[config.mk]
export PLATFORM = sky130hd
export DESIGN_NAME = sevseg_count_mux
export DESIGN_NICKNAME = d
export VERILOG_FILES = /design/src/rtl/sevseg_count_mux.sv
export SDC_FILE = /design/constraint.sdc
export NUM_CORES = 1
export LEC_CHECK = 0
export ABC_CLOCK_PERIOD_IN_PS = 2300
export CORE_MARGIN = 1
export CORE_UTILIZATION = 57
export CTS_BUF_LIST = sky130_fd_sc_hd__clkbuf_16
export DETAILED_ROUTE_END_ITERATION = 10
export PLACE_DENSITY = 0.85
export RECOVER_POWER = 100
export SLEW_MARGIN = 30
export SYNTH_ARGS = -nofsm -noshare
export SYNTH_HDL_FRONTEND = slang
export SYNTH_SLANG_ARGS = --single-unit
[constraint.sdc]
create_clock -name CLK -period 2.3 [get_ports CLK]
set_input_delay 0.46 -clock CLK [delete_from_list [all_inputs] [get_ports CLK]]
set_output_delay 0.46 -clock CLK [all_outputs]
set_load 0.03 [all_outputs]
[src/rtl/sevseg_count_mux.sv]
// 4-digit BCD up/down counter driving a multiplexed common-anode seven-segment display.
// Optional leading-zero blanking: define SEVSEG_LEADING_ZERO_BLANK_EN.
module sevseg_count_mux #(
  parameter int unsigned SCAN_DIV     = 50000,
  parameter int unsigned BLANK_CYCLES = 8
) (
  input  logic        CLK,
  input  logic        RST_N,
  input  logic        inc_pulse,
  input  logic        dec_pulse,
  input  logic        clr_pulse,
  output logic [15:0] count_bcd,
  output logic [6:0]  seg,
  output logic [3:0]  an,
  output logic        dp
);

  localparam int unsigned P_W = (SCAN_DIV > 2) ? $clog2(SCAN_DIV) : 1;
  localparam logic [P_W-1:0] P_LAST = P_W'(SCAN_DIV - 1);

  logic [15:0]    r_count;
  logic [P_W-1:0] r_p;
  logic [1:0]     r_idx;
  logic [6:0]     r_seg;
  logic [3:0]     r_an;

  logic [15:0]    w_count_nxt;
  logic [P_W-1:0] w_p_nxt;
  logic [1:0]     w_idx_nxt;
  logic [3:0]     w_nibble;
  logic [6:0]     w_seg_nxt;
  logic [3:0]     w_an_nxt;
  logic           w_in_blank;

  function automatic logic [15:0] bcd_inc(input logic [15:0] v);
    logic [15:0] res;
    logic        carry;
    res   = v;
    carry = 1'b1;
    for (int i = 0; i < 4; i++) begin
      if (carry) begin
        if (v[4*i +: 4] == 4'd9) begin
          res[4*i +: 4] = 4'd0;
        end else begin
          res[4*i +: 4] = v[4*i +: 4] + 4'd1;
          carry         = 1'b0;
        end
      end
    end
    return res;
  endfunction

  function automatic logic [15:0] bcd_dec(input logic [15:0] v);
    logic [15:0] res;
    logic        borrow;
    res    = v;
    borrow = 1'b1;
    for (int i = 0; i < 4; i++) begin
      if (borrow) begin
        if (v[4*i +: 4] == 4'd0) begin
          res[4*i +: 4] = 4'd9;
        end else begin
          res[4*i +: 4] = v[4*i +: 4] - 4'd1;
          borrow        = 1'b0;
        end
      end
    end
    return res;
  endfunction

  // Active-low {g,f,e,d,c,b,a}; non-BCD codes go dark.
  function automatic logic [6:0] seg_decode(input logic [3:0] d);
    logic [6:0] s;
    case (d)
      4'd0:    s = 7'b1000000;
      4'd1:    s = 7'b1111001;
      4'd2:    s = 7'b0100100;
      4'd3:    s = 7'b0110000;
      4'd4:    s = 7'b0011001;
      4'd5:    s = 7'b0010010;
      4'd6:    s = 7'b0000010;
      4'd7:    s = 7'b1111000;
      4'd8:    s = 7'b0000000;
      4'd9:    s = 7'b0010000;
      default: s = 7'b1111111;
    endcase
    return s;
  endfunction

  // Counter next value: clear wins, opposing inc/dec cancel.
  always_comb begin
    w_count_nxt = r_count;
    if (clr_pulse) begin
      w_count_nxt = 16'h0000;
    end else if (inc_pulse && !dec_pulse) begin
      w_count_nxt = bcd_inc(r_count);
    end else if (dec_pulse && !inc_pulse) begin
      w_count_nxt = bcd_dec(r_count);
    end
  end

  // Prescaler and digit index.
  always_comb begin
    w_p_nxt   = r_p + P_W'(1);
    w_idx_nxt = r_idx;
    if (r_p == P_LAST) begin
      w_p_nxt   = '0;
      w_idx_nxt = r_idx + 2'd1;
    end
  end

`ifdef SEVSEG_LEADING_ZERO_BLANK_EN
  logic [3:0] w_lead_zero;
  always_comb begin
    w_lead_zero    = 4'b0000;
    w_lead_zero[3] = (r_count[15:12] == 4'd0);
    w_lead_zero[2] = w_lead_zero[3] && (r_count[11:8] == 4'd0);
    w_lead_zero[1] = w_lead_zero[2] && (r_count[7:4] == 4'd0);
  end
`endif

  // Display output next values from the current scan position and count.
  always_comb begin
    w_in_blank = (32'(r_p) < BLANK_CYCLES);
    w_nibble   = r_count[{r_idx, 2'b00} +: 4];
    w_seg_nxt  = seg_decode(w_nibble);
`ifdef SEVSEG_LEADING_ZERO_BLANK_EN
    if (w_lead_zero[r_idx]) begin
      w_seg_nxt = 7'b1111111;
    end
`endif
    w_an_nxt = w_in_blank ? 4'b1111 : ~(4'b0001 << r_idx);
  end

  always_ff @(posedge CLK or negedge RST_N) begin
    if (!RST_N) begin
      r_count <= 16'h0000;
      r_p     <= '0;
      r_idx   <= 2'd0;
      r_seg   <= 7'b1111111;
      r_an    <= 4'b1111;
    end else begin
      r_count <= w_count_nxt;
      r_p     <= w_p_nxt;
      r_idx   <= w_idx_nxt;
      r_seg   <= w_seg_nxt;
      r_an    <= w_an_nxt;
    end
  end

  assign count_bcd = r_count;
  assign seg       = r_seg;
  assign an        = r_an;
  assign dp        = 1'b1;

endmodule
==> metrics.cfg <==
[clocking]
hold_buffers = 0
clockBufferDepth = 2
path_clk_slew_ps = 70
cts_max_level = 2
clock-sinks = 45
cts_buffers = 5
cts_tree = yes
post_cts_buffers = 0
root_buffer = clkbuf_16
insertion_delay_ps = 290

[timing]
hold_violations = 0
tightestPinTransition_ps = 1110
slew_violations = 0
setup_slack_ps = 85.7
fmax_ghz = 0.452
finClkSkew_ps = 4.79
rsz0062_at_grt = true
max-slew-margin-rel = 0.260
setup_viol = 0
fin_crit_ps = 2210
tns_ps = 0
fin_crit_sh = 0.963

[drt]
ant_nets = 0
vias = 2555
route.detailed.drc = 0
dr.pass1.iters = 5
wl_per_cell_um = 15.6
wl_mm = 6.75
drt-vias-per-instance = 5.90
drtIter0Drc = 163

[synthesis]
synth_seq_cells = 45
ys_warn_count = 0
seq_area_frac_synth = 0.390
syn-cell-area_um2 = 2920
synth_edf_count = 0
synthArstFlopShare = 1.00
synthFlopType = dfrtp_1
ys_types = 60
synth_nets = 338
syn_area_per_cell_um2 = 9.39
synthCells = 311

[power]
p_clk_frac = 0.195
power_density_nw_per_um2 = 1010
power_frac_comb = 0.483
p_seq_frac = 0.323
p_leak_nw = 1.63
p_total_mw = 3.68
power_switching_mw = 1.55
switching_share = 0.421
peakVddDrop_mv = 0.612
p_int_mw = 2.13

[global_routing]
antenna_found_initial = 0
grt_usage = 0.275
grt.overflow.total = 0
grt_start_max_net_pins = 46
grt_pass1_vias = 2495
grt_pass1_wl_mm = 11.3

[floorplanning]
coreArea_um2 = 4820
start_util = 0.606
die_area_um2 = 5410
die_h_um = 73.6
die_w_um = 73.6
io_pins = 33
rows = 25

[flow_run]
cap_viol_max_count = 0

[worst_setup_path]
required_ps = 2450
worstSetupStartpointType = input port
worst_setup_path_end_kind = register
critical_path_class = input port to register
cp.arrival_ps = 2370
crit_fanout = 8

[final_layout]
area_growth_pct = 24.7
multi_input_area_um2 = 1680
n_antenna_cell = 0
register_area_um2 = 1140
final_util = 0.756
nFillCells = 357
num-nets-final = 392
layout-drive-gt1-share = 0.186

[place]
dp_worst_setup_slack_ps = -312
hpwl_mm = 4.69
place.gp.congestion = 0.923
io_buffers = 31

[run_status]
status = completed

[worst_hold_path]
hp-class = input port to async pin

## repair_timing
item | in CTS | in global routing
setup endpoints to repair | 1 | 11
hold endpoints to repair | 0 | 0
resized for setup | 1 | 7
## registers in the layout, indices dropped and copies added (netlist names)
signal,flops
count_bcd,16
r_p,16
seg,7
an,4
r_idx,2
## worst max-delay path, stage by stage
cell             delay (ps)
clkdlybuf4s50_1         470
and2b_2                 320
nor3_1                  100
or3_1                   400
buf_4                   180
o31ai_2                 290
o31ai_1                 130
## power by group through the flow
stage          Sequential [mW]  Clock, mW  Combinational (mW)
3_3_place_gp              1.18          0                1.74
3_5_place_dp              1.19          0                1.77
6_report                  1.19      0.717                1.77
5_1_grt                   1.21      0.766                1.93
4_1_cts                   1.18      0.730                1.79
2_1_floorplan             1.50          0               0.799
## Yosys cell counts, types with 2 or more instances
cell,instances,area share
or2_2,3,0.0064
and2_1,3,0.0064
nand2_1,24,0.031
o32ai_1,2,0.0060
a21oi_1,18,0.031
clkbuf_1,8,0.010
nand3b_1,4,0.010
a31oi_1,3,0.0064
a211oi_1,4,0.010
dfstp_2,11,0.099
o31ai_1,6,0.015
nand3_1,12,0.021
a32oi_1,2,0.0060
inv_1,16,0.021
nor3b_1,2,0.0051
nor4_1,3,0.0064
ha_1,22,0.094
a22oi_1,5,0.013
nor2b_1,3,0.0064
mux4_2,2,0.015
nor3_1,6,0.010
or3_1,4,0.0086
dfrtp_1,34,0.29
nand4_1,5,0.011
o21ai_0,21,0.036
mux2i_1,5,0.017
and4_1,4,0.012
xor2_1,7,0.021
buf_2,4,0.0069
buf_4,2,0.0051
xnor2_1,8,0.024
nor2_1,27,0.035
nand2b_1,4,0.0086
## cells in the final DEF (no fill, tap or decap), drive strengths merged, types with 4 or more instances in the layout
cell           synthesis  layout
or3                    4       4
and2                   4       4
nor2                  27      27
xor2                   7       7
o21ai                 21      21
nand2                 24      24
mux2i                  5       5
nor3                   6       6
dlygate4sd3            0      26
nand3                 12      12
nand4                  5       5
dfstp                 11      11
and4                   4       4
inv                   16      17
clkbuf                 8       8
a211oi                 4       4
buf                    7      29
nand2b                 4       4
a22oi                  5       5
a21oi                 18      18
xnor2                  8       8
clkdlybuf4s50          0       4
nand3b                 5       5
ha                    22      22
dfrtp                 34      34
or2                    4       4
o31ai                  6       6
## cell families after synthesis
family / after synthesis / share of synthesized area
simple gates: 114 / 0.211
compound gates: 73 / 0.161
flops: 45 / 0.390
buf+inv: 31 / 0.0467
fa+ha+maj: 22 / 0.0943
xor+xnor: 15 / 0.0450
mux: 10 / 0.0506
other cells: 1 / 0.00128
## worst paths after layout
check / startpoint / to / slack [ps] / cells after the start
setup / recovery: dec_pulse / count_bcd[10] / 90 / 7
hold / removal: RST_N / r_p[5] / 460 / 2
setup reg to reg: count_bcd[0] / count_bcd[10] / 110 / 8
hold reg to reg: r_p[10] / r_p[10] / 500 / 1
max in group asynchronous: RST_N / count_bcd[5] / 1170 / 2
min in group CLK: r_p[10] / r_p[10] / 500 / 1
## per-layer routing
layer | share of wire | track usage | up-vias
met5 | 0 | 0 | -
met3 | 0.045 | 0.0425 | 12
met4 | 0.019 | 0.120 | 0
li1 | - | - | 1224
met2 | 0.51 | 0.484 | 91
met1 | 0.42 | 0.332 | 1228
## layout make-up
class | count | share of cell area
clock inverters | 3 | 0.00584
well taps | 67 | 0.0230
inverters | 16 | 0.0165
multi-input cells | 235 | 0.462
repair buffers | 62 | 0.145
flip-flops and latches | 45 | 0.313
clock buffers | 5 | 0.0344
## through the flow
| stage | instances | hold slack [ps] | instance area [µm²] |
|---|---|---|---|
| floorplan | 311 | 164 | 2920 |
| CTS | 433 | 269 | 3620 |
| detailed placement | 425 | 489 | 3470 |
| global route | 433 | 524 | 3640 |
| global placement | 425 | 472 | 3470 |
| finish | 433 | 456 | 3640 |
(Power assumes the default switching activity.)
